===== src/rtl/token_merge_arb.sv =====
// token_merge_arb: merges two 4-phase upstream token channels onto one downstream channel, round-robin on ties.
// Grant/Ack 1 cycle after request; losers wait with Ack low until IDLE; watchdog flags a stalled downstream.

module token_merge_arb #(
  parameter int DW      = 32,
  parameter int CW      = 8,
  parameter int TIMEOUT = 255
) (
  input  logic          CLK,
  input  logic          MR,
  input  logic          Send_in_a,
  input  logic          Send_in_b,
  input  logic [DW-1:0] Data_in_a,
  input  logic [DW-1:0] Data_in_b,
  output logic          Ack_out_a,
  output logic          Ack_out_b,
  output logic          Send_out,
  output logic [DW-1:0] Data_out,
  input  logic          Ack_in,
  output logic          Grant_id,
  output logic          Busy,
  output logic [CW-1:0] Tok_cnt,
  output logic          Err
);

  typedef enum logic [1:0] {
    IDLE    = 2'd0,
    UP_WAIT = 2'd1,
    DN_HI   = 2'd2,
    DN_LO   = 2'd3
  } state_t;

  localparam logic [15:0] WD_LIMIT = 16'(TIMEOUT);

  state_t          state_q, state_d;
  logic            ptr_q, ptr_d;
  logic            gid_q, gid_d;
  logic            ack_a_q, ack_a_d;
  logic            ack_b_q, ack_b_d;
  logic            send_q, send_d;
  logic [DW-1:0]   dat_q, dat_d;
  logic [CW-1:0]   cnt_q, cnt_d;
  logic [15:0]     wd_q, wd_d;
  logic            err_q, err_d;
  logic            busy_q, busy_d;
  logic            gnt;
  logic            src_req;

  always_comb begin
    state_d = state_q;
    ptr_d   = ptr_q;
    gid_d   = gid_q;
    ack_a_d = ack_a_q;
    ack_b_d = ack_b_q;
    send_d  = send_q;
    dat_d   = dat_q;
    cnt_d   = cnt_q;
    wd_d    = wd_q;
    err_d   = err_q;
    // On a tie the source the pointer does not name wins; a lone request wins outright.
    gnt     = (Send_in_a && Send_in_b) ? ~ptr_q : Send_in_b;
    src_req = gid_q ? Send_in_b : Send_in_a;

    case (state_q)
      IDLE: begin
        if (Send_in_a || Send_in_b) begin
          state_d = UP_WAIT;
          dat_d   = gnt ? Data_in_b : Data_in_a;
          ack_a_d = ~gnt;
          ack_b_d = gnt;
          gid_d   = gnt;
          ptr_d   = gnt;
        end
      end
      UP_WAIT: begin
        if (!src_req) begin
          state_d = DN_HI;
          ack_a_d = 1'b0;
          ack_b_d = 1'b0;
          send_d  = 1'b1;
          wd_d    = '0;
        end
      end
      DN_HI: begin
        if (Ack_in) begin
          state_d = DN_LO;
          send_d  = 1'b0;
        end
      end
      DN_LO: begin
        if (!Ack_in) begin
          state_d = IDLE;
          cnt_d   = cnt_q + CW'(1);
        end
      end
      default: state_d = IDLE;
    endcase

    // Watchdog observes the downstream phases only; it never alters the handshake.
    if (state_q == DN_HI || state_q == DN_LO) begin
      if (wd_q != WD_LIMIT) begin
        wd_d = wd_q + 16'd1;
      end
      if (wd_d == WD_LIMIT) begin
        err_d = 1'b1;
      end
    end

    busy_d = (state_d != IDLE);
  end

  always_ff @(posedge CLK) begin
    if (MR) begin
      state_q <= IDLE;
      ptr_q   <= 1'b1;
      gid_q   <= 1'b0;
      ack_a_q <= 1'b0;
      ack_b_q <= 1'b0;
      send_q  <= 1'b0;
      dat_q   <= '0;
      cnt_q   <= '0;
      wd_q    <= '0;
      err_q   <= 1'b0;
      busy_q  <= 1'b0;
    end else begin
      state_q <= state_d;
      ptr_q   <= ptr_d;
      gid_q   <= gid_d;
      ack_a_q <= ack_a_d;
      ack_b_q <= ack_b_d;
      send_q  <= send_d;
      dat_q   <= dat_d;
      cnt_q   <= cnt_d;
      wd_q    <= wd_d;
      err_q   <= err_d;
      busy_q  <= busy_d;
    end
  end

  assign Ack_out_a = ack_a_q;
  assign Ack_out_b = ack_b_q;
  assign Send_out  = send_q;
  assign Data_out  = dat_q;
  assign Grant_id  = gid_q;
  assign Busy      = busy_q;
  assign Tok_cnt   = cnt_q;
  assign Err       = err_q;

endmodule


===== config.mk =====
export PLATFORM = sky130hd
export DESIGN_NAME = token_merge_arb
export DESIGN_NICKNAME = d
export VERILOG_FILES = /design/src/rtl/token_merge_arb.sv
export SDC_FILE = /design/constraint.sdc
export NUM_CORES = 1
export LEC_CHECK = 0
export ABC_AREA = 1
export CAP_MARGIN = 20
export CORE_AREA = 2 2 85 87
export CTS_CLUSTER_DIAMETER = 60
export CTS_CLUSTER_SIZE = 25
export DETAILED_ROUTE_END_ITERATION = 8
export DIE_AREA = 0 0 87 89
export GPL_TIMING_DRIVEN = 0
export MAX_ROUTING_LAYER = met4
export PLACE_DENSITY = 0.86
export SLEW_MARGIN = 5
export SYNTH_ARGS = -nofsm -noshare
export SYNTH_HDL_FRONTEND = slang
export SYNTH_SLANG_ARGS = --single-unit

===== constraint.sdc =====
create_clock -name CLK -period 3.15 [get_ports CLK]
set_input_delay 0.63 -clock CLK [delete_from_list [all_inputs] [get_ports CLK]]
set_output_delay 0.63 -clock CLK [all_outputs]
set_load 0.01 [all_outputs]

### After elaboration in Yosys (flattened, before gate mapping)

Cells that the tools add are included.

| storage, ports and cells | value |
|---|---|
| output and inout port bits | 46 |
| logic and storage cells | 57 |
| input port bits | 69 |
| flip-flop bits (word level) | 65 |

| operators by class | value |
|---|---|
| bitwise operators | 3 |
| reductions and logical operators | 12 |
| add/subtract/negate cells | 2 |
| muxes and demuxes | 21 |
| eq/ne operators | 8 |

Operators by type and width:

| cell | count |
|---|---|
| $mux 16 | 5 |
| $mux 32 | 1 |
| $add 16x1->16 const B | 1 |
| $eq 16x8->1 const B | 1 |
| $ne 16x8->1 const B | 1 |
| $add 8x1->8 const B | 1 |
| $mux 2 | 4 |
| $pmux 2 s4 | 1 |
| $mux 1 | 7 |
| $ne 2x2->1 const B | 3 |
| $pmux 1 s2 | 3 |
| $reduce_and 2->1 | 3 |
| $reduce_and 3->1 | 2 |
| $reduce_bool 2->1 | 3 |
| $eq 2x2->1 const B | 2 |
| $not 1->1 | 3 |
| $eq 2x1->1 const B | 1 |
| $logic_not 2->1 | 1 |
| $logic_or 1x1->1 | 2 |
| $logic_and 1x1->1 | 1 |

### Logic depth before layout (Yosys ltp)

| logic depth | value |
|---|---|
| word-level depth | 7 |
| gate-level depth with buffers | 13 |

### Worst setup path before layout

No wires, ideal clock.

| timing | value |
|---|---|
| kind | input-to-reg |
| start | in Send_in_b |
| end | reg err_q, in the netlist Err |
| setup time | 0.067 ns |
| setup slack | 1.494 ns |
| arrival | 1.589 ns |
| data required time | 3.083 ns |
| stages on the path | 11 |
| cells stage by stage | nand2_1 > nand3_1 > buf_2 > nand2_1 > nand3_1 > nand2_1 > nor2_1 > nand2_1 > nor2_2 > nand3_2 > a21oi_2 |

| on the way | value |
|---|---|
| cells in the longest elaborated chain, start to end | 7 |

RTL lines:

| item | line | text |
|---|---|---|
| from (decl) | 12 | `input logic Send_in_b,` |
| $mux 1 | 62 | `src_req = gid_q ? Send_in_b : Send_in_a;` |
| $mux 16 | 76 | `if (!src_req) begin` |
| $mux 16 | 64 | `case (state_q)` |
| $mux 16 | 101 | `if (wd_q != WD_LIMIT) begin` |
| $mux 16 | 100 | `if (state_q == DN_HI \|\| state_q == DN_LO) begin` |
| $eq 16x8->1 | 104 | `if (wd_d == WD_LIMIT) begin` |
| $reduce_and 2->1 (no line) | -- |  |
| to (signal assigned) | 135 | `err_q <= err_d;` |
| to (decl) | 44 | `logic err_q, err_d;` |

No other way between the ends. The select of a mux whose other input is x is not followed.
A chain may end at the register's enable or synchronous reset.

### Worst setup path after layout

| timing | value |
|---|---|
| start | in Send_in_a |
| end | reg err_q, in the netlist Err |

| on the way | value |
|---|---|
| cells in the longest elaborated chain, start to end | 7 |

RTL lines:

| item | line | text |
|---|---|---|
| from (decl) | 11 | `input logic Send_in_a,` |
| $mux 1 | 62 |  |
| $mux 16 | 76 |  |
| $mux 16 | 64 |  |
| $mux 16 | 101 |  |
| $mux 16 | 100 |  |
| $eq 16x8->1 | 104 |  |
| $reduce_and 2->1 (no line) | -- |  |

No other way between the ends. The select of a mux whose other input is x is not followed.

==> impl_metrics.csv <==
group,metric,value,unit
critical_path,cp_cell_sequence,"clkdlybuf4s50_1 -> nand2_1 -> nand3_1 -> buf_2 -> nand2_1 -> nand3_1 -> nand2_1 -> nor2_1 -> nand2_1 -> nor2_2 -> nand3_2 -> a21oi_2",
synth,yosys_register_bits,65,
critical_path,cp_max_fo,10,
synth,syn_inst,487,
clocking,clk_root_buffer_cell,"clkbuf_8",
clocking,clock-sinks,65,
routing,firstDrtPassIters,5,
clocking,h-tree-depth,3,
critical_path,endpoint_kind,"flip-flop",
routing,ant_nets,0,
job,cap_violations,0,
die,coreArea,6720,sq um
critical_path,critPathCapture,"Err",
final_layout,postLayoutCellArea,4730,sq um
routing,wire_per_inst,14.2,um
power,p_leak,2.00,nW
routing,routed_wirelength,9.90,mm
sta,worstMarginPinSlew,0.618,ns
routing,num_vias,3770,
clocking,cts_tree,"yes",
synth,synth.most_common_cell,"nand2_1",
critical_path,r2r_start,"wd_q[0]",
synth,syn_avg_cell_area,6.71,sq um
synth,synth-edff-count,0,
sta,finalHoldViolations,0,
critical_path,critical_path.slowest_cell,"clkdlybuf4s50_1",
sta,slew_viol_final,0,
critical_path,critPathMostFrequentCell,"nand2_1",
final_layout,nets,682,
sta,rsz0062_at_grt,"no",
critical_path,worst_ep_arrival_time,2.47,ns
die,start_util,48.6,%
sta,max_freq,458,MHz
die,die_h,89,um
routing,first_iter_violations,222,
sta,fin_skew,0.0122,ns
clocking,holdBufCountCts,0,
power,combPwrFrac,26.4,%
clocking,numCtsBuffers,9,
clocking,ctsResizeCount,0,
die,ios,115,
power,power_density,522,nW/um^2
global_routing,grt_antenna_before_repair,0,
global_routing,grt_pass1_wl,15.9,mm
placement,placed_area,4500,sq um
synth,ys_warn_count,0,
synth,synth_cell_type_count,34,
synth,synthTopCellsByArea,"dfxtp_1, nand2_1, o21ai_0",
synth,syn-cell-area,3270,sq um
die,placementRows,30,
sta,finalSetupTns,0,ns
sta,layout_min_cycle_time,2.18,ns
power,p_clk_share,33.6,%
sta,fin_crit_sh,69.3,%
critical_path,crit_start,"Send_in_a",
synth,synth_top_area_cell,"dfxtp_1",
placement,dp_hpwl,7.41,mm
die,die_area,7740,sq um
synth,synth_top_area_share,39.8,%
global_routing,grt_start_max_net_pins,14,
placement,port_buffers,113,
power,swShare,31.0,%
critical_path,cp.required,3.44,ns
clocking,post-cts-setup-buffers,0,
synth,yosysSeqAreaShare,39.8,%
clocking,clock_path_buffers,2,
routing,drcViolationCount,0,
power,vdd_drop_max,290,uV
final_layout,layout-drive-gt1-share,6.17,%
critical_path,r2r_slack,1.24,ns
critical_path,max_stage_delay,0.53,ns
final_layout,syn_to_final_growth,44.8,%
synth,synth-main-ff-cell,"dfxtp_1",
critical_path,r2r.worst_path.cells,11,
final_layout,final_core_util,70.4,%
die,die_x,87,um
hold_path,hold_path.class,"reg -> reg",
clocking,clock_latency,0.35,ns
clocking,clk_pin_slew,0.08,ns
critical_path,r2r-end,"Err",
synth,netlist_top_cells_count,"nand2_1, dfxtp_1, o21ai_0",
placement,gp_congestion,0.879,
synth,synthesis.nets,558,
critical_path,critPathKind,"in -> reg",
power,share_seq_of_total_power,40.0,%
global_routing,grt.overflow.total,0,
global_routing,grt_use_total,27.0,%
routing,vias_per_cell,5.42,
sta,relSlewSlack,58.8,%
sta,finalSetupViolations,0,
critical_path,critPathLaunchType,"input port",
synth,synthArstFlopShare,0,%
status,status,"complete, no violations",
power,p_switching,0.764,mW
power,power.internal,1.70,mW
final_layout,diodes,0,
global_routing,grt_pass1_vias,3729,
[critical path: cells and delay by family]
family                 cells  cell delay, ns
and+or+nand+nor            9            0.91
AOI/OAI and AO/OA          1            0.11
buffers and inverters      2            0.80
[area by class of cell]
type | instances | area (sq um)
Timing Repair Buffer | 113 | 1130
Buffer | 25 | 103
Inverter | 41 | 154
Clock buffer | 10 | 138
Fill cell | 577 | 1990
Multi-Input combinational cell | 356 | 1710
Tap cell | 80 | 100
Sequential cell | 65 | 1300
Clock inverter | 6 | 95.1
[registers in the layout, summed over array words and instances (netlist names)]
name and flops:
wd_q 16, Ack_out_b 1, Err 1, Tok_cnt 8, Grant_id 1, Send_out 1, Data_out 32, state_q 2
Busy 1, Ack_out_a 1, ptr_q 1
[worst min path at each step]
stage / from / end / cells after the start
floorplan: ptr_q / ptr_q / 2
finish: Err / Err / 2
detailed placement: Err / Err / 2
CTS: Err / Err / 2
global placement: ptr_q / ptr_q / 2
global route: Err / Err / 2
[kinds of logic after synthesis]
| group | count (synthesis) | synth area share, % |
|---|---|---|
| compound gates | 112 | 19.3 |
| xor+xnor | 3 | 0.805 |
| fa+ha+maj | 2 | 0.766 |
| buf+inv | 66 | 7.85 |
| flops | 65 | 39.8 |
| simple gates | 239 | 31.4 |
[stage by stage]
| stage | instances | hold WS, ns | setup slack, ns | power (mW) |
|---|---|---|---|---|
| 2_1_floorplan | 487 | 0.429 | 1.49 | 1.32 |
| 3_3_place_gp | 680 | 0.439 | 0.659 | 1.63 |
| 3_5_place_dp | 680 | 0.456 | 0.632 | 1.64 |
| 4_1_cts | 696 | 0.469 | 0.993 | 2.47 |
| 5_1_grt | 696 | 0.493 | 0.866 | 2.59 |
| 6_report | 696 | 0.470 | 0.968 | 2.47 |
[per-layer routing]
layer / share of wire (%) / GRT usage, % / vias up
met5: 0 / - / -
met4: 3.7 / 14.1 / 0
met3: 8.3 / 8.03 / 33
met2: 49 / 46.3 / 166
met1: 39 / 28.0 / 1725
li1: - / - / 1846
[power by group through the flow]
stage | registers [mW] | logic (mW) | clock network [mW]
floorplan | 1.02 | 0.295 | 0
global placement | 0.999 | 0.629 | 0
detailed placement | 1.00 | 0.643 | 0
CTS | 0.984 | 0.651 | 0.834
global route | 0.997 | 0.719 | 0.869
finish | 0.986 | 0.652 | 0.829
[cell usage in the layout, fill, tap and decap left out, types with 2 or more instances in the layout]
cell,count
o21ai_0,45
ha_1,2
nand2_1,163
o21a_1,2
nand4_1,4
nand3b_1,3
nand3_1,19
nor2_2,3
buf_2,4
nor2_1,35
dfxtp_1,65
clkbuf_1,20
bufinv_16,2
nand2_2,4
inv_1,38
clkdlybuf4s50_1,113
inv_2,3
nor3_1,2
a21oi_1,23
clkbuf_8,10
inv_6,3
o211ai_1,4
xor2_1,2
a31oi_1,32
Note: power is estimated with default switching activity, not from simulation.
==> variant 1: new RTL, config.mk and constraints unchanged <==
Encoding of `state_t`: now Gray code (2 bits for 4 states).
--- a/src/rtl/token_merge_arb.sv
+++ b/src/rtl/token_merge_arb.sv
@@ -24,10 +24,10 @@
 );
 
   typedef enum logic [1:0] {
-    IDLE    = 2'd0,
-    UP_WAIT = 2'd1,
-    DN_HI   = 2'd2,
-    DN_LO   = 2'd3
+    IDLE    = 2'b00,
+    UP_WAIT = 2'b01,
+    DN_HI   = 2'b11,
+    DN_LO   = 2'b10
   } state_t;
 
   localparam logic [15:0] WD_LIMIT = 16'(TIMEOUT);
Behaviour: no difference found for any inputs over 10 cycles, from zero or initial values; not proved beyond that.
==> variant 1 against the unedited design <==
Routed wire length shrank 7.9%; final area shrank 0.79%; sequential cell count is the same; power shrank 3.2%; setup slack gained 0.17 ns; clock power shrank 2%; area after synthesis shrank 0.96%; critical path type unchanged; critical endpoint unchanged.
==> variant 1: results (changes against the unedited design) <==
Detailed Place HPWL=6.927 mm (-6.5%); weighted congestion at the end of routability-driven global placement=0.9434 (+7.4%); final hold slack=0.4640 ns (-0.005691 ns); Startpoint Class=primary input; largest net degree at the start of global routing=13 (-1); kind of cell adding the most delay to the critical path=simple AND/OR/NAND/NOR gates; total cell area at the placement stage=0.004466 mm² (-0.70%); post-place setup slack=0.8108 ns (+0.1792 ns); critical path fanouts, max=10 (unchanged); number of detailed-route iterations in the first pass=4 (-1); number of enable-type register cells in the synthesized netlist=0 (unchanged); number of nets in the final layout=669 (-1.9%); power drawn by the clock network=0.810 mW (-2%); initial antenna violation count=0 (unchanged); largest incremental delay on the critical path=0.49 ns (-0.04 ns); maximum clock skew at final layout=0.006190 ns (-0.006005 ns); final non-filler cell total=683 (-1.9%); initial DRC count=171 (-23%); cell types with the highest counts after synthesis=155 x nand2_1, 65 x dfxtp_1, 45 x o21ai_0; post-detailed-route via-to-cell ratio=5.164 (-4.7%); largest voltage drop on the vdd net=0.0003216 V (+11%); fraction of layout instances using a drive strength above 1=6.799% (+0.63 points); power dissipated in sequential cells=0.973 mW (-1%); actual slew at the worst max-slew pin=0.4871 ns (-0.1309 ns); fraction of synthesized cell area taken by the top area cell type=40.23% (+0.39 points); synthesized area divided by synthesized cell count=6.824 µm² (+1.8%); combined global-route utilization of all metal layers=25.04% (-1.9 points); net count after synthesis=545 (-2.3%); Leak=1.963 nW (-1.9%); outcome=complete, no violations; pwr/cell area=509.0 mW/mm² (-2.4%); first-pass GRT wire length=14.84 mm (-6.6%); die outline area=0.007743 mm² (unchanged); distinct cell type count of the synthesized netlist=32 (-5.9%); Internal Pwr Total=1.672 mW (-1.8%); arrival time of data at the critical path endpoint=2.29 ns (-0.18 ns); setup slack, reg-to-reg=1.26 ns (+0.02 ns); Area contributors post-synth=dfxtp_1 40%, nand2_1 18%, o21ai_0 7.0%; Seq/Total Area, Yosys=40.23% (+0.39 points); final routed wire length divided by cell count=13.35 µm (-6.1%); via count of the first global-routing pass=3348 (-10%)
==> variant 1: cells by family after synthesis <==
logic type,after synthesis,synth area share [%]
fa+ha+maj,2,0.7736
xor+xnor,8,2.399
compound gates,106,18.22
flops,65,40.23
simple gates,230,30.83
buf+inv,63,7.543
==> variant 1: worst paths after layout <==
path / start / depth (start not counted) / endpoint
hold reg to reg: Ack_out_b / 2 / Ack_out_b
hold / removal: Ack_out_b / 2 / Ack_out_b
setup reg to reg: wd_q[0] / 11 / Err
setup / recovery: Send_in_b / 12 / Err
==> variant 1: area by class of cell <==
type                            count  area, µm²
Fill cell                         530       2027
Timing Repair Buffer              113       1131
Clock buffer                       10      137.6
Tap cell                           80      100.1
Inverter                           39      146.4
Buffer                             24      97.59
Multi-Input combinational cell    346       1689
Sequential cell                    65       1301
Clock inverter                      6      88.84
==> variant 1: routing by layer <==
metal  wire length, µm  vias up  GRT usage, %
li1                  -     1800             -
met1              3893     1590         30.06
met2              4358      129         40.18
met3               781        8         8.033
met4                87        0         7.670
met5                 0        -             -
==> variant 2: new RTL, same flow settings <==
Made on the original files. `DW`: 32 -> 28.
--- a/src/rtl/token_merge_arb.sv
+++ b/src/rtl/token_merge_arb.sv
@@ -2,7 +2,7 @@
 // Grant/Ack 1 cycle after request; losers wait with Ack low until IDLE; watchdog flags a stalled downstream.
 
 module token_merge_arb #(
-  parameter int DW      = 32,
+  parameter int DW      = 28,
   parameter int CW      = 8,
   parameter int TIMEOUT = 255
 ) (
Ports: changed (resized Data_in_a, Data_in_b and Data_out); port bits go from 115 to 103. No check against the original RTL was run, so the function may have changed too.
==> variant 2 against the unedited design <==
Setup slack gained 0.088 ns; power fell by 7.5%; routed wire length is 8.0% lower; area after synthesis shrank 7.4%; sequential cell count decreased by 4; critical path type unchanged; largest power group is now clock; final area down 6.6%; synthesized cell count fell by 6.8%; die area unchanged; first-iteration DRC count up 3.6%; largest cell class unchanged.
==> variant 2: results (changes against the unedited design) <==
outcome=complete, no violations; critical path fanouts, max=8 (-2); portion of total power attributed to the clock network=41.9% (+8.3 points); share of final layout cell area taken by non-clock buffers=25.21% (-0.87 points); actual slew at the worst max-slew pin=0.5406 ns (-0.07737 ns); pwr/cell area=516.9 mW/mm² (-0.90%); fraction of area in clock buffers and inverters=6.147% (+1.2 points); routing usage on met1=26.86% (-1.1 points); maximum clock skew at final layout=0.01123 ns (-0.0009680 ns); cell types with the highest counts after synthesis=128 x nand2_1, 65 x nor2_1, 61 x dfxtp_1; Area contributors post-synth=dfxtp_1 40%, nand2_1 16%, nor2_1 8.1%; multi-input logic cell count=343 (-3.7%); # port buffers=102 (-9.7%); fraction of the mapped netlist area in compound gates=12.78% (-6.5 points); synthesis-stage register bit count=61 (-6.2%); number of ordinary inverters in the final layout=30 (-27%); total power=2.283 mW (-7.5%); largest voltage drop on the vdd net=0.0002706 V (-6.6%); post-place setup slack=0.7216 ns (+0.08998 ns); weighted congestion at the end of routability-driven global placement=0.9340 (+6.3%); number of filler cells placed in the layout=560 (-2.9%); combined global-route utilization of all metal layers=24.93% (-2.0 points); Detailed Place HPWL=6.600 mm (-11%); distinct cell type count of the synthesized netlist=33 (-2.9%); net switching power=0.5939 mW (-22%); total cell area at the placement stage=0.004145 mm² (-7.8%); GR met2 Demand/Resource=42.96% (-3.3 points); area of the multi-input gates=0.001597 mm² (-6.5%); max FFs per register=28 (-13%); met3 track utilization from global routing=7.572% (-0.46 points); Leak=1.664 nW (-17%); fraction of layout instances using a drive strength above 1=7.517% (+1.3 points); first-pass GRT wire length=14.66 mm (-7.7%); wire length on met3=747 µm (-9.2%); via count of the first global-routing pass=3258 (-13%); cell count after placement=636 (-6.5%); largest net degree at the start of global routing=12 (-2); arrival time of data at the critical path endpoint=2.38 ns (-0.09 ns); net count after synthesis=517 (-7.3%); Reg power frac=38.3% (-1.7 points); initial DRC count=230 (+3.6%); sum of met2 wire segment lengths after detailed routing=4.515 mm (-6.5%); final non-filler cell total=652 (-6.3%); Adder-Cell Fraction of Synth Area=0.8275% (+0.061 points); number of buffers other than clock buffers in the final layout=122 (-12%)
## variant 2: cell types whose count changed after synthesis, sizes merged, moves of 3 or more
| cell | before | now |
|---|---|---|
| a21oi | 24 | 27 |
| a31oi | 32 | 12 |
| buf | 5 | 11 |
| clkbuf | 20 | 9 |
| dfxtp | 65 | 61 |
| inv | 41 | 28 |
| nand2 | 168 | 134 |
| nand3 | 21 | 39 |
| nor2 | 40 | 71 |
| nor3 | 3 | 18 |
| o211ai | 4 | 0 |
| o21ai | 46 | 21 |
| o221ai | 0 | 3 |
## variant 2: final timing paths
| path | from | cells after the start | endpoint | slack, ns |
|---|---|---|---|---|
| setup / recovery | Send_in_a | 11 | Err | 1.06 |
| hold / removal | Err | 2 | Err | 0.46 |
| setup reg to reg | wd_q[0] | 13 | Err | 1.18 |
| hold reg to reg | Err | 2 | Err | 0.46 |
